### src/rtl/uart_tx_engine.sv
// UART transmitter: reads one word at a time from the transmit FIFO and shifts it out
// as a start bit, WIDTH data bits LSB-first, an optional parity bit and 1 or 2 stop bits.
module uart_tx_engine #(
    parameter int unsigned WIDTH        = 8,
    parameter int unsigned CLKS_PER_BIT = 868,
    parameter int unsigned PARITY_EN    = 0,
    parameter int unsigned PARITY_ODD   = 0,
    parameter int unsigned STOP_BITS    = 1
) (
    input  logic             clk_i,
    input  logic             rst_n_i,
    input  logic             tx_en_i,
    input  logic             fifo_empty_i,
    input  logic             d_ready_i,
    input  logic [WIDTH-1:0] fifo_data_i,
    output logic             re_o,
    output logic             tr_bz_o,
    output logic             tx_o,
    output logic             tx_done_o
);

    localparam int unsigned CntW = $clog2(CLKS_PER_BIT);
    localparam int unsigned BitW = $clog2(WIDTH + 1);
    localparam logic [CntW-1:0] BaudLast = CntW'(CLKS_PER_BIT - 1);
    localparam logic [BitW-1:0] DataLast = BitW'(WIDTH - 1);
    localparam logic [BitW-1:0] StopLast = BitW'(STOP_BITS - 1);

    typedef enum logic [2:0] {
        StIdle, StReq, StWait, StStart, StData, StParity, StStop
    } state_e;

    state_e            state_q, state_d;
    logic [CntW-1:0]   baud_q, baud_d;
    logic [BitW-1:0]   bit_q, bit_d;
    logic [WIDTH-1:0]  shift_q, shift_d;
    logic              par_q, par_d;
    logic              tx_q, tx_d;
    logic              re_q, re_d;
    logic              bz_q, bz_d;
    logic              done_q, done_d;
    logic              bit_end;
    logic              more_work;

    always_comb begin
        state_d   = state_q;
        baud_d    = baud_q;
        bit_d     = bit_q;
        shift_d   = shift_q;
        par_d     = par_q;
        done_d    = 1'b0;
        bit_end   = (baud_q == BaudLast);
        more_work = tx_en_i && !fifo_empty_i;

        unique case (state_q)
            StIdle: begin
                if (more_work) state_d = StReq;
            end
            StReq: state_d = StWait;
            StWait: begin
                // No d_ready means the FIFO served a write instead; retry from IDLE.
                if (d_ready_i) begin
                    shift_d = fifo_data_i;
                    par_d   = (^fifo_data_i) ^ (PARITY_ODD != 0);
                    baud_d  = '0;
                    bit_d   = '0;
                    state_d = StStart;
                end else begin
                    state_d = StIdle;
                end
            end
            StStart: begin
                if (bit_end) begin
                    baud_d  = '0;
                    state_d = StData;
                end else begin
                    baud_d = baud_q + 1'b1;
                end
            end
            StData: begin
                if (bit_end) begin
                    baud_d  = '0;
                    shift_d = shift_q >> 1;
                    if (bit_q == DataLast) begin
                        bit_d   = '0;
                        state_d = (PARITY_EN != 0) ? StParity : StStop;
                    end else begin
                        bit_d = bit_q + 1'b1;
                    end
                end else begin
                    baud_d = baud_q + 1'b1;
                end
            end
            StParity: begin
                if (bit_end) begin
                    baud_d  = '0;
                    bit_d   = '0;
                    state_d = StStop;
                end else begin
                    baud_d = baud_q + 1'b1;
                end
            end
            StStop: begin
                if (bit_end) begin
                    baud_d = '0;
                    if (bit_q == StopLast) begin
                        bit_d   = '0;
                        done_d  = 1'b1;
                        state_d = more_work ? StReq : StIdle;
                    end else begin
                        bit_d = bit_q + 1'b1;
                    end
                end else begin
                    baud_d = baud_q + 1'b1;
                end
            end
            default: state_d = StIdle;
        endcase

        // Outputs are registered from the next state so they line up with state_q.
        case (state_d)
            StStart:  tx_d = 1'b0;
            StData:   tx_d = shift_d[0];
            StParity: tx_d = par_d;
            default:  tx_d = 1'b1;
        endcase
        re_d = (state_d == StReq);
        bz_d = (state_d == StStart) || (state_d == StData) ||
               (state_d == StParity) || (state_d == StStop);
    end

    always_ff @(posedge clk_i or negedge rst_n_i) begin
        if (!rst_n_i) begin
            state_q <= StIdle;
            baud_q  <= '0;
            bit_q   <= '0;
            shift_q <= '0;
            par_q   <= 1'b0;
            tx_q    <= 1'b1;
            re_q    <= 1'b0;
            bz_q    <= 1'b0;
            done_q  <= 1'b0;
        end else begin
            state_q <= state_d;
            baud_q  <= baud_d;
            bit_q   <= bit_d;
            shift_q <= shift_d;
            par_q   <= par_d;
            tx_q    <= tx_d;
            re_q    <= re_d;
            bz_q    <= bz_d;
            done_q  <= done_d;
        end
    end

    assign tx_o      = tx_q;
    assign re_o      = re_q;
    assign tr_bz_o   = bz_q;
    assign tx_done_o = done_q;

endmodule

### config.mk
export PLATFORM = sky130hd
export DESIGN_NAME = uart_tx_engine
export DESIGN_NICKNAME = d
export VERILOG_FILES = /design/src/rtl/uart_tx_engine.sv
export SDC_FILE = /design/constraint.sdc
export NUM_CORES = 1
export LEC_CHECK = 0
export BUFFER_PORTS_ARGS = -buffer_cell sky130_fd_sc_hd__buf_2
export CAP_MARGIN = 20
export CORE_ASPECT_RATIO = 0.8
export CORE_MARGIN = 4
export CORE_UTILIZATION = 40
export CTS_BUF_LIST = sky130_fd_sc_hd__clkbuf_8 sky130_fd_sc_hd__clkbuf_16
export CTS_CLUSTER_SIZE = 40
export DETAILED_ROUTE_END_ITERATION = 12
export PLACE_DENSITY = 0.61
export SLEW_MARGIN = 30
export SYNTH_ARGS = -nofsm -noshare
export SYNTH_HDL_FRONTEND = slang
export SYNTH_SLANG_ARGS = --single-unit
### constraint.sdc
create_clock -name clk_i -period 4.6 [get_ports clk_i]
set_input_delay 0.23 -clock clk_i [delete_from_list [all_inputs] [get_ports clk_i]]
set_output_delay 0.23 -clock clk_i [all_outputs]
set_load 0.02 [all_outputs]
Yosys cells after proc, flatten, opt, wreduce, memory -nomap -nowiden
Index checks and enable logic that the tools add are counted.
{ "totals": {"ff_bits": 30, "in_bits": 13, "wordCells": 73} }
{ "op_classes": {"add_sub_neg": 2, "eq_ne": 17, "muxes": 29, "n_reduce_logical": 15} }
{ "ops": {"columns": ["op", "n"], "rows": [
  ["2-to-1 mux 4 bit", 6],
  ["2-to-1 mux 3 bit", 7],
  ["one-hot mux 3 bit (7 select lines)", 1],
  ["2-to-1 mux 10 bit", 2],
  ["one-hot mux 10 bit (2 select lines)", 1],
  ["equality test 3 bit (second input constant)", 6],
  ["2-to-1 mux 8 bit", 2],
  ["one-hot mux 4 bit (4 select lines)", 1],
  ["one-hot mux 8 bit (2 select lines)", 1],
  ["adder 10 x 1 -> 10 bit (second input constant)", 1],
  ["equality test 10 bit (second input constant)", 1],
  ["equality test 3 x 2 -> 1 bit (second input constant)", 3],
  ["!= test 2 bit (second input constant)", 4],
  ["XOR reduction 8 bit", 1],
  ["equality test 3 x 1 -> 1 bit (second input constant)", 2],
  ["2-to-1 mux 1 bit", 6],
  ["AND reduction 5 bit", 1],
  ["adder 4 x 1 -> 4 bit (second input constant)", 1],
  ["equality test 4 x 3 -> 1 bit (second input constant)", 1],
  ["logical NOT 4 bit", 1],
  ["nonzero test 2 bit", 2],
  ["nonzero test 4 bit", 1],
  ["OR reduction 4 bit", 1],
  ["logical NOT 3 bit", 1],
  ["other kinds (7)", 9]
]} }

Depth between registers and ports, before layout
Gate-level depths: netlist (run 1).
{ "depth": {"depth_word": 10, "ltp_mapped": 9, "ltp_nobuf": 8} }

Worst setup path after synthesis (run 1)
Ideal clock, no wire load.
{ "synth_path": {"path_kind": "reg-to-reg", "from": "reg baud_q[0]", "to": "reg tx_q, in the netlist tx_o", "setup_ns": 0.079, "arrival_time_ns": 2.292, "t_required_ns": 4.521, "slack_ns": 2.229, "path_stages_with_launch": 9, "n_path_buf": 1, "period_less_slack_ns": 2.371, "cell_sequence": "dfrtp_1 ha_1 or4b_4 or3_1 buf_6 nand3_4 o211ai_4 or4b_1 o211a_1"} }
{ "synth_via": {"elab_chain_len": 5} }
{ "synth_rtl": {"columns": ["item", "line_no", "source"], "rows": [
  ["start, declared", "33", "logic [CntW-1:0] baud_q, baud_d;"],
  ["start signal, assigned", "144", "baud_q <= baud_d;"],
  ["equality test 10 bit (*)", "51", "bit_end = (baud_q == BaudLast);"],
  ["2-to-1 mux 3 bit (on tied branches)", null, null],
  ["one-hot mux 3 bit (7 select lines) (*)", "54", "unique case (state_q)"],
  ["via state_d[0]", "32", "state_e state_q, state_d;"],
  ["equality test 3 bit or equality test 3 x 2 -> 1 bit (tied branches)", "120", "case (state_d)"],
  ["one-hot mux 1 bit (3 select lines) (*)", "120", null],
  ["via tx_d", "37", "logic tx_q, tx_d;"],
  ["end signal, assigned", "148", "tx_q <= tx_d;"],
  ["end, declared", "37", null]
]} }
Mark *: on every way through the listed nets, which the timed path passes. The rest lies on a longest branch. The select of a mux whose other input is x is not followed.
A chain may end at the register's enable or synchronous reset.

Worst setup path after layout (run 1)
Ends and elaborated chain as after synthesis.

==> results of run 1 <==
## cells by family after synthesis
logic type | count (synthesis) | synth area share (%)
AND/OR/NAND/NOR | 76 | 24.5
buffers and inverters | 12 | 3.92
AO/OA/AOI/OAI | 53 | 20.5
adder cells (fa/ha/maj) | 3 | 2.18
flip-flops | 30 | 43.7
XOR/XNOR | 8 | 4.07
multiplexers | 2 | 1.16
## sequential cells by signal, indices dropped and copies added, names as in the netlist
name / cells
par_q: 1
shift_q: 8
tr_bz_o: 1
bit_q: 4
baud_q: 10
tx_done_o: 1
re_o: 1
state_q: 3
tx_o: 1
## per-layer routing
metal	routed length, um	part of all wire (%)	GRT usage, %	vias to the layer above
met1	1790	51	21.1	669
li1	-	-	-	708
met4	43	1.2	5.70	0
met3	147	4.2	4.32	4
met2	1540	44	21.4	25
met5	0	0	0	-
## critical path: stages (launching register included)
cell and delay (ns):
sky130_fd_sc_hd__dfrtp_1 0.38, sky130_fd_sc_hd__ha_1 0.21, sky130_fd_sc_hd__or4b_4 0.50, sky130_fd_sc_hd__nor3_2 0.45, sky130_fd_sc_hd__a21o_2 0.25, sky130_fd_sc_hd__o211ai_4 0.09
sky130_fd_sc_hd__or4b_1 0.51, sky130_fd_sc_hd__o211a_1 0.15
## report_power, final
group	total, mW	leakage (nW)	internal, mW	switching, mW
Sequential	0.271	0.337	0.269	0.00233
Combinational	0.0298	0.425	0.0127	0.0170
Clock	0.197	0.0491	0.102	0.0951
## Yosys cell counts, types with 3 or more instances
master and number:
sky130_fd_sc_hd__dfrtp_1 29, sky130_fd_sc_hd__nand2_1 22, sky130_fd_sc_hd__o21ai_0 19, sky130_fd_sc_hd__nor2_1 14
sky130_fd_sc_hd__xnor2_1 8, sky130_fd_sc_hd__a21oi_1 7, sky130_fd_sc_hd__a22oi_1 6, sky130_fd_sc_hd__nand3_1 6
sky130_fd_sc_hd__inv_1 5, sky130_fd_sc_hd__nand2b_1 5, sky130_fd_sc_hd__nand3b_1 4, sky130_fd_sc_hd__nor3_1 4
sky130_fd_sc_hd__o211ai_1 4, sky130_fd_sc_hd__and3_1 3, sky130_fd_sc_hd__clkbuf_1 3, sky130_fd_sc_hd__ha_1 3
sky130_fd_sc_hd__o31ai_1 3
## worst paths after layout
check                                         end                   start
max                                tx_o$_DFF_PN1_   baud_q[0]$_DFFE_PN0P_
min                         baud_q[7]$_DFFE_PN0P_                 rst_n_i
max reg2reg                        tx_o$_DFF_PN1_   baud_q[0]$_DFFE_PN0P_
min reg2reg                shift_q[5]$_DFFE_PN0P_  shift_q[5]$_DFFE_PN0P_
max in group asynchronous    state_q[0]$_DFF_PN0_                 rst_n_i
min in group clk_i         shift_q[7]$_DFFE_PN0P_          fifo_data_i[7]
## area by class of cell
class                   count  area (um^2)
inverters                   5         18.8
clock inverters             3         13.8
well taps                  57         71.3
repair buffers             16         80.1
clock buffers               5         68.8
fillers                   389         2270
flip-flops and latches     30          752
multi-input cells         142          907
## per-stage QoR
step | worst slack, ns | utilization, % | hold slack (ns) | instances | instance area, um^2
detailed placement | 2.01 | 43.7 | 0.314 | 250 | 1820
CTS | 1.98 | 45.6 | 0.0129 | 258 | 1910
floorplan | 2.23 | - | -0.0656 | 184 | 1720
global route | 1.79 | 45.8 | 0.0397 | 258 | 1910
finish | 1.99 | 45.8 | -0.0134 | 258 | 1910
global placement | 2.03 | 43.7 | 0.309 | 250 | 1820
==> impl_summary.log, run 1 <==
[metrics] status: complete, but fails checks
[metrics] violations in the final reports: hold timing
[metrics] layout cell share with drive strength beyond 1: 17.9%
[metrics] Setup Buffers After CTS: 0
[metrics] slew at the pin closest to its max-slew limit: 0.771 ns
[metrics] CP Capture Type: flop
[metrics] post-synthesis register bit count: 30
[metrics] # rows: 21
[metrics] RSZ-0062 raised after global routing: no
[metrics] Max Root-Sink Buffers: 2
[metrics] CTS H-Tree Depth: 2
[metrics] clock tree from TritonCTS: done
[metrics] max cap viols: 0
[metrics] Setup Viol. Count Final: 0
[metrics] worst clock skew on the final layout: 0.00325 ns
[metrics] post-DP HPWL: about 2500 um
[metrics] vias per inst: 5.45
[metrics] arrival time at the worst endpoint: 2.82 ns
[metrics] clock root buffer: sky130_fd_sc_hd__clkbuf_8
[metrics] largest net degree at the start of global routing: 31
[metrics] antenna violation net count after detailed routing: 0
[metrics] most common cell after layout, fill and taps aside: sky130_fd_sc_hd__dfrtp_1
[metrics] drt first-iter violations: between 150 and 200
[metrics] share of the synthesized area in the top cell type: 42.2%
[metrics] Final Max Tran Viols: 0
[metrics] Crit Path Max Fanout: 7
[metrics] die span in y: 66.7 um
[metrics] clock transition at the registers of the reported paths: 0.06 ns
[metrics] unique cell type count in the Yosys netlist: 48
[metrics] Die Span X: approximately 81 um
[metrics] final-layout setup total negative slack: 0 ns
[metrics] Layout Nets: 216
[metrics] I/O pin total: 17
[metrics] initial antenna violation count: 0
[metrics] mean cell area of the mapped netlist: about 9.4 um^2
[metrics] number of vias after detailed routing: 1406
[metrics] Peak VDD IR: 0.198 mV
[metrics] sink count of the clock tree: 30
[metrics] number of enable-type register cells in the synthesized netlist: 0
[metrics] final antenna diode count: 0
[metrics] Pleak: 0.811 nW
[metrics] GPL Wtd Cong: about 0.86
[metrics] Core Footprint: 4180 um^2
[metrics] async set or reset register ratio after synthesis: between 90% and 100%
[metrics] Critical Path Start Type: flop
[metrics] GRT overflow: 0
[metrics] total global routing track utilization: 15.0%
[metrics] vias in the first global route: 1288
[metrics] type of the worst setup path: flop to flop
[metrics] Die Outline Area: 5420 um^2
[metrics] detailed-route wire length per cell: between 10 and 15 um
[metrics] HP Class: primary input to async pin
[metrics] power density over the cells: 260 nW/um^2
[metrics] first-pass iteration count of the detailed router: 4
[metrics] number of buffers added by the clock tree synthesis step: 5
[metrics] Pwr Total: 498 uW
[metrics] required time worst endpoint: 4.81 ns
[metrics] R2R Setup Slk: 1.99 ns
[metrics] synth-to-layout area growth: 11.0%
[metrics] Cell Area, Synth: 1720 um^2
[metrics] number of cells produced by synthesis: 184
[metrics] post-synthesis cell type with the largest combined area: sky130_fd_sc_hd__dfrtp_1
[metrics] number of failing hold endpoints at the final stage: 29
[metrics] number of nets in the synthesized netlist: 200
[metrics] total number of yosys warnings: 0
[metrics] Reg2Reg Depth: 7
[metrics] cell types occupying the most area after synthesis: sky130_fd_sc_hd__dfrtp_1 (42%), sky130_fd_sc_hd__o21ai_0 (5.5%), sky130_fd_sc_hd__nand2_1 (4.8%)
[metrics] top library cells by usage in the layout, fill and taps aside: sky130_fd_sc_hd__dfrtp_1 (29), sky130_fd_sc_hd__nand2_1 (22), sky130_fd_sc_hd__o21ai_0 (19)
[metrics] post-cts resize count: 0
[metrics] maximum clock frequency: 383 MHz
[metrics] Final Critical Period: 2.61 ns
[metrics] Worst-Skew Late Latency: 0.28 ns
[metrics] number of design rule violations left after detail routing: 0
[metrics] post-synthesis sequential area ratio: 43.7%
[metrics] effective utilization at floorplan: 41.2%
[metrics] global-route wire length before repair: 6150 um
[metrics] total detailed-routing wirelength: 3520 um
[metrics] CTS hold repair buffers: 0
[metrics] Slew Limit Headroom: 48.5%
[metrics] Top FF cell, synth: sky130_fd_sc_hd__dfrtp_1
[metrics] Port Buffers: 16
[metrics] worst-case hold slack: -0.0134 ns
[metrics] fin crit share: 56.8%
Note: power is estimated with default switching activity, not from simulation.
==> run 2, diff against run 1 <==
clock period = 2.5 ns   (was 4.6 ns; I/O delays follow)
==> run 2 against run 1 <==
  * The run now ends clean
  * Largest cell class unchanged
  * Critical path type unchanged
  * Via count rose by 2.7%
  * Count of clock-buffer cells in the layout rose by 1
  * Maximum frequency rose by 6.6%
  * Total power rose by 91%
==> impl_summary.log, run 2 (synthesized netlist as in run 1, its figures left out) <==
[metrics] clock tree from TritonCTS: done (unchanged)
[metrics] Crit Path Max Fanout: 4 (was 7)
[metrics] Core Footprint: 4180 um^2 (unchanged)
[metrics] register name with the most flops: baud_q (unchanged)
[metrics] Slew Limit Headroom: 54.3% (was 48.5%)
[metrics] # rows: 21 (unchanged)
[metrics] number of failing hold endpoints at the final stage: 0 (was 29)
[metrics] registers with the most flip-flops: baud_q: 10 flops, shift_q: 8 flops, bit_q: 4 flops (unchanged)
[metrics] worst clock skew on the final layout: 0.00442 ns (was 0.00325 ns)
[metrics] layout cell share with drive strength beyond 1: 23.7% (was 17.9%)
[metrics] CTS H-Tree Depth: 2 (unchanged)
[metrics] cell family contributing the most delay on the critical path: simple AND/OR/NAND/NOR gates (unchanged)
[metrics] Setup Viol. Count Final: 0 (unchanged)
[metrics] clock group share of total power: 41.9% (was 39.6%)
[metrics] slew at the pin closest to its max-slew limit: 0.685 ns (was 0.771 ns)
[metrics] vias in the first global route: 1388 (was 1288)
[metrics] status: complete, no violations (was complete, but fails checks)
[metrics] number of design rule violations left after detail routing: 0 (unchanged)
[metrics] top library cells by usage in the layout, fill and taps aside: sky130_fd_sc_hd__dfrtp_1 (29), sky130_fd_sc_hd__nand2_1 (21), sky130_fd_sc_hd__o21ai_0 (19) (was sky130_fd_sc_hd__dfrtp_1 (29), sky130_fd_sc_hd__nand2_1 (22), sky130_fd_sc_hd__o21ai_0 (19))
[metrics] global-route wire length before repair: 6440 um (was 6150 um)
[metrics] Layout Nets: 226 (was 216)
[metrics] final non-filler cell total: 268 (was 258)
[metrics] I/O pin total: 17 (unchanged)
[metrics] type of the worst setup path: flop to flop (unchanged)
[metrics] switching power of the nets: 217 uW (was 114 uW)
[metrics] Port Buffers: 16 (unchanged)
[metrics] share of power burned in registers: 52.2% (was 54.4%)
[metrics] drt first-iter violations: 134 (was 152)
[metrics] number of vias after detailed routing: 1444 (was 1406)
[metrics] die span in y: 66.7 um (unchanged)
[metrics] Pwr Total: 953 uW (was 498 uW)
[metrics] Die Span X: 81.4 um (unchanged)
[metrics] Placement Setup Slack: -0.105 ns (was 2.01 ns)
[metrics] total detailed-routing wirelength: 3830 um (was 3520 um)
[metrics] CP Cell Sequence: ha_4 > or4b_4 > nor4_2 > or3_2 > o211ai_1 > or4b_1 > o211a_1 (was ha_1 > or4b_4 > nor3_2 > a21o_2 > o211ai_4 > or4b_1 > o211a_1)
[metrics] placed cell count: 258 (was 250)
[metrics] first-pass iteration count of the detailed router: 4 (unchanged)
[metrics] Max Root-Sink Buffers: 2 (unchanged)
[metrics] clock root buffer: sky130_fd_sc_hd__clkbuf_8 (unchanged)
[metrics] post-DP HPWL: 2610 um (was 2500 um)
[metrics] Sw Share: 22.8% (was 23.0%)
[metrics] total global routing track utilization: 16.1% (was 15.0%)
[metrics] Die Outline Area: 5420 um^2 (unchanged)
[metrics] maximum clock frequency: 408 MHz (was 383 MHz)
[metrics] fin crit share: 98.1% (was 56.8%)
[metrics] detailed-route wire length per cell: 14.3 um (was 13.6 um)
[metrics] sink count of the clock tree: 30 (unchanged)
[metrics] most common cell after layout, fill and taps aside: sky130_fd_sc_hd__dfrtp_1 (unchanged)
[metrics] Peak VDD IR: 0.266 mV (was 0.198 mV)
[metrics] delay of the slowest cell on the worst path: 0.57 ns (was 0.51 ns)
[metrics] arrival time at the worst endpoint: 2.67 ns (was 2.82 ns)
[metrics] internal power of the cells: 736 uW (was 384 uW)
[metrics] max cap viols: 0 (unchanged)
[metrics] Worst-Skew Late Latency: 0.28 ns (about the same)
[metrics] combinational power share: 5.8% (was 6.0%)
[metrics] power density over the cells: 466 nW/um^2 (was 260 nW/um^2)
[metrics] largest net degree at the start of global routing: 31 (unchanged)
[metrics] required time worst endpoint: 2.72 ns (was 4.81 ns)
[metrics] HP Class: primary input to flop (was primary input to async pin)
[metrics] clock transition at the registers of the reported paths: 0.06 ns (about the same)
[metrics] effective utilization at floorplan: 41.2% (unchanged)
[metrics] synth-to-layout area growth: 18.7% (was 11.0%)
[metrics] CP Capture Type: flop (unchanged)
[metrics] antenna violation net count after detailed routing: 0 (unchanged)
[metrics] vias per inst: 5.39 (was 5.45)
[metrics] GPL Wtd Cong: 0.844 (was 0.856)
[metrics] number of buffers added by the clock tree synthesis step: 5 (unchanged)
[metrics] number of flip-flops in the largest register: 10 (unchanged)
[metrics] GRT overflow: 0 (unchanged)
[metrics] Critical Path Start Type: flop (unchanged)
[metrics] buffers plus inverters on the worst setup path: 0 (unchanged)
[metrics] final antenna diode count: 0 (unchanged)
[metrics] initial antenna violation count: 0 (unchanged)
[metrics] Final Critical Period: 2.45 ns (was 2.61 ns)
[metrics] Final Max Tran Viols: 0 (unchanged)
[metrics] Pleak: 0.866 nW (was 0.811 nW)
[metrics] Final WS setup: 0.0476 ns (was 1.99 ns)
[metrics] worst-path cell with the longest stage delay: sky130_fd_sc_hd__or4b_1 (unchanged)
## run 2: final timing paths
check	from	end	slack [ns]	cells after the start
min in group asynchronous	rst_n_i	baud_q[8]$_DFFE_PN0P_	0.40	2
setup / recovery	baud_q[1]$_DFFE_PN0P_	tx_o$_DFF_PN1_	0.05	7
hold / removal	fifo_data_i[7]	shift_q[7]$_DFFE_PN0P_	0.07	3
setup reg to reg	baud_q[1]$_DFFE_PN0P_	tx_o$_DFF_PN1_	0.05	7
max in group asynchronous	rst_n_i	par_q$_DFF_PN0_	1.64	2
hold reg to reg	shift_q[5]$_DFFE_PN0P_	shift_q[5]$_DFFE_PN0P_	0.48	2
## run 2: final cells by class
| cell class | count | area, um^2 |
|---|---|---|
| clock buffer | 6 | 82.6 |
| clock inverter | 2 | 8.76 |
| fill | 385 | 2130 |
| inverter | 5 | 18.8 |
| multi-input combinational | 142 | 953 |
| sequential | 30 | 752 |
| tap | 57 | 71.3 |
| timing repair buffer | 26 | 158 |
## run 2: per-stage QoR
| step | cell area, um^2 | util [%] | hold slack [ns] | setup TNS (ns) |
|---|---|---|---|---|
| 2_1_floorplan | 1720 | - | -0.171 | 0 |
| 6_report | 2040 | 48.9 | 0.0713 | 0 |
| 4_1_cts | 1990 | 47.7 | 0.0683 | 0 |
| 3_5_place_dp | 1880 | 45.1 | 0.221 | -0.105 |
| 3_3_place_gp | 1880 | 45.1 | 0.203 | 0 |
| 5_1_grt | 2040 | 48.9 | 0.0813 | -0.0463 |
## run 2: repair_timing
action / in CTS / in global routing
setup buffers: 0 / 1
hold buffers: 1 / 0
pin swaps: 0 / 1
hold endpoints to repair: 29 / 0
resized for setup: 1 / 8
endpoints found under the setup margin: 1 / 13
## run 2: metal layers
layer	GRT usage (%)	routed length, um	vias to the layer above
li1	-	-	717
met5	0	0	-
met1	21.5	1870	673
met3	5.68	211	6
met2	24.0	1680	48
met4	5.70	74	0
## run 2: worst min-delay path: stages
cell                      delay (ns)
sky130_fd_sc_hd__buf_2          0.09
sky130_fd_sc_hd__nand2_1        0.04
sky130_fd_sc_hd__o21ai_0        0.06
## run 2: power groups by stage
| stage | combinational (mW) | sequential (mW) | clock, mW |
|---|---|---|---|
| after floorplan | 0.0281 | 0.506 | 0 |
| after global placement | 0.0543 | 0.506 | 0 |
| after detailed placement | 0.0561 | 0.506 | 0 |
| after CTS | 0.0573 | 0.498 | 0.411 |
| after global routing | 0.0630 | 0.499 | 0.426 |
| final | 0.0556 | 0.498 | 0.400 |
==> run 3, diff against run 2 <==
BUFFER_PORTS_ARGS = not set   (was -buffer_cell sky130_fd_sc_hd__buf_2)
DONT_BUFFER_PORTS = 1   (was not set)
HOLD_SLACK_MARGIN = 0.12   (was not set)
PLACE_DENSITY = 0.57   (was 0.61)
==> run 3 against run 2 <==
  * Register-to-register slack got worse by 0.05 ns
  * Maximum frequency decreased by 1.8%
  * Total power up 0.16%
  * First-iteration DRC count down 23%
  * Clock power is essentially flat
  * Critical endpoint unchanged
  * Sequential cell count did not move
  * Hold slack better by 0.057 ns
==> impl_summary.log, run 3 (synthesized netlist as in run 1, its figures left out) <==
[metrics] status: complete, no violations (unchanged)
[metrics] Final Max Tran Viols: 0 (unchanged)
[metrics] number of design rule violations left after detail routing: 0 (unchanged)
[metrics] register name with the most flops: baud_q (unchanged)
[metrics] final instance area: 2050 um^2 (was 2040 um^2)
[metrics] number of buffers added by the clock tree synthesis step: 5 (unchanged)
[metrics] Setup Viol. Count Final: 0 (unchanged)
[metrics] arrival time at the worst endpoint: 2.71 ns (was 2.67 ns)
[metrics] global-route wire length before repair: 6460 um (was 6440 um)
[metrics] CP Capture Type: flop (unchanged)
[metrics] fin crit share: 99.9% (was 98.1%)
[metrics] die span in y: 66.7 um (unchanged)
[metrics] vias per inst: 5.50 (was 5.39)
[metrics] highest layer used for signal routing: met4 (unchanged)
[metrics] layout cell share with drive strength beyond 1: 15.7% (was 23.7%)
[metrics] Max Root-Sink Buffers: 2 (unchanged)
[metrics] Layout Nets: 219 (was 226)
[metrics] worst-case hold slack: 0.128 ns (was 0.0713 ns)
[metrics] FF/Latch Area: 752 um^2 (unchanged)
[metrics] maximum clock frequency: 400 MHz (was 408 MHz)
[metrics] Final WS setup: 0.00200 ns (was 0.0476 ns)
[metrics] vias in the first global route: 1416 (was 1388)
[metrics] buffers plus inverters on the worst setup path: 0 (unchanged)
[metrics] HP Class: primary input to flop (unchanged)
[metrics] number of vias after detailed routing: 1436 (was 1444)
[metrics] most common cell after layout, fill and taps aside: sky130_fd_sc_hd__dfrtp_1 (unchanged)
[metrics] Routed met1 length: 1870 um (about the same)
[metrics] synth-to-layout area growth: 18.8% (was 18.7%)
[metrics] total global routing track utilization: 15.7% (was 16.1%)
[metrics] final antenna diode count: 0 (unchanged)
[metrics] # rows: 21 (unchanged)
[metrics] first-pass iteration count of the detailed router: 4 (unchanged)
[metrics] sink count of the clock tree: 30 (unchanged)
[metrics] worst clock skew on the final layout: 0.00262 ns (was 0.00442 ns)
[metrics] number of flip-flops in the largest register: 10 (unchanged)
[metrics] Pwr Total: 955 uW (was 953 uW)
[metrics] GRT overflow: 0 (unchanged)
[metrics] delay of the slowest cell on the worst path: 0.55 ns (was 0.57 ns)
[metrics] Die Outline Area: 5420 um^2 (unchanged)
[metrics] Slew Limit Headroom: 68.2% (was 54.3%)
[metrics] detailed-route wire length per cell: 14.5 um (was 14.3 um)
[metrics] Crit Path Max Fanout: 4 (unchanged)
[metrics] registers with the most flip-flops: baud_q: 10 flops, shift_q: 8 flops, bit_q: 4 flops (unchanged)
[metrics] clock tree from TritonCTS: done (unchanged)
[metrics] clock transition at the registers of the reported paths: 0.06 ns (about the same)
[metrics] power density over the cells: 467 nW/um^2 (was 466 nW/um^2)
[metrics] top library cells by usage in the layout, fill and taps aside: sky130_fd_sc_hd__dfrtp_1 (29), sky130_fd_sc_hd__nand2_1 (21), sky130_fd_sc_hd__o21ai_0 (19) (unchanged)
[metrics] Core Footprint: 4180 um^2 (unchanged)
[metrics] Peak VDD IR: 0.269 mV (was 0.266 mV)
[metrics] Port Buffers: 0 (was 16)
[metrics] antenna violation net count after detailed routing: 0 (unchanged)
[metrics] slew at the pin closest to its max-slew limit: 0.476 ns (was 0.685 ns)
[metrics] Worst-Skew Late Latency: 0.28 ns (about the same)
[metrics] largest net degree at the start of global routing: 31 (unchanged)
[metrics] Fillers: 393 (was 385)
[metrics] metal3 WL: 215 um (was 211 um)
[metrics] total detailed-routing wirelength: 3790 um (was 3830 um)
[metrics] number of failing hold endpoints at the final stage: 0 (unchanged)
[metrics] Die Span X: 81.4 um (unchanged)
[metrics] Placement Setup Slack: 0.0456 ns (was -0.105 ns)
[metrics] Final Critical Period: 2.50 ns (was 2.45 ns)
[metrics] effective utilization at floorplan: 41.2% (unchanged)
[metrics] Setup Buffers After CTS: 0 (unchanged)
[metrics] CTS H-Tree Depth: 2 (unchanged)
[metrics] Pleak: 0.841 nW (was 0.866 nW)
[metrics] worst-path cell with the longest stage delay: sky130_fd_sc_hd__or4b_1 (unchanged)
[metrics] Critical Path Start Type: flop (unchanged)
[metrics] type of the worst setup path: flop to flop (unchanged)
[metrics] clock root buffer: sky130_fd_sc_hd__clkbuf_8 (unchanged)
[metrics] GPL Wtd Cong: 0.831 (was 0.844)
[metrics] total area of multi-input combinational cells: 935 um^2 (was 953 um^2)
[metrics] drt first-iter violations: 103 (was 134)
[metrics] post-DP HPWL: 2590 um (was 2610 um)
[metrics] max cap viols: 0 (unchanged)
[metrics] initial antenna violation count: 0 (unchanged)
[metrics] post-place instance area: 1810 um^2 (was 1880 um^2)
[metrics] CP Cell Sequence: ha_4 > or4b_4 > nor4_1 > or3_2 > o211ai_1 > or4b_1 > o211a_1 (was ha_4 > or4b_4 > nor4_2 > or3_2 > o211ai_1 > or4b_1 > o211a_1)
[metrics] required time worst endpoint: 2.71 ns (was 2.72 ns)
[metrics] met2 wirelength from detailed routing: 1640 um (was 1680 um)
[metrics] I/O pin total: 17 (unchanged)
[metrics] cell family contributing the most delay on the critical path: simple AND/OR/NAND/NOR gates (unchanged)
==> run 3: metrics by stage <==
step / util [%] / setup TNS, ns / std cells
2_1_floorplan: - / 0 / 184
3_3_place_gp: 43.4 / 0 / 243
3_5_place_dp: 43.4 / 0 / 243
4_1_cts: 48.2 / 0 / 261
5_1_grt: 49.0 / -0.101 / 261
6_report: 49.0 / 0 / 261
==> run 3: power by group <==
| group | internal (mW) | switching (mW) | leakage, nW |
|---|---|---|---|
| Clock | 0.218 | 0.183 | 0.0524 |
| Sequential | 0.494 | 0.00364 | 0.337 |
| Combinational | 0.0296 | 0.0271 | 0.451 |
| Total | 0.741 | 0.214 | 0.841 |
==> run 3: area by class of cell <==
| type | count | area share, % |
|---|---|---|
| Clock buffer | 6 | 4.04 |
| Clock inverter | 2 | 0.428 |
| Inverter | 5 | 0.917 |
| Multi-Input combinational cell | 142 | 45.7 |
| Sequential cell | 30 | 36.8 |
| Tap cell | 57 | 3.49 |
| Timing Repair Buffer | 19 | 8.69 |
==> run 3: final timing paths <==
check / startpoint / depth (start not counted) / end / slack (ns)
worst min-delay path: fifo_empty_i / 2 / re_o$_DFF_PN0_ / 0.13
max in group asynchronous: rst_n_i / 2 / tx_o$_DFF_PN1_ / 1.96
worst max-delay path: baud_q[0]$_DFFE_PN0P_ / 7 / tx_o$_DFF_PN1_ / 0.002
worst min register to register: shift_q[4]$_DFFE_PN0P_ / 2 / shift_q[4]$_DFFE_PN0P_ / 0.48
min in group asynchronous: rst_n_i / 2 / tx_done_o$_DFF_PN0_ / 0.30
worst max register to register: baud_q[0]$_DFFE_PN0P_ / 7 / tx_o$_DFF_PN1_ / 0.002
==> run 3: layer usage <==
| layer | vias up | GRT usage, % |
|---|---|---|
| li1 | 710 | - |
| met1 | 690 | 21.9 |
| met2 | 28 | 22.0 |
| met3 | 8 | 5.41 |
| met4 | 0 | 5.91 |
| met5 | - | 0 |
==> run 3: timing repair <==
item | in CTS | in global routing
gates resized for setup | 0 | 6
endpoints found under the hold margin | 38 | 0
hold buffers | 10 | 0
setup endpoints to repair | 0 | 7
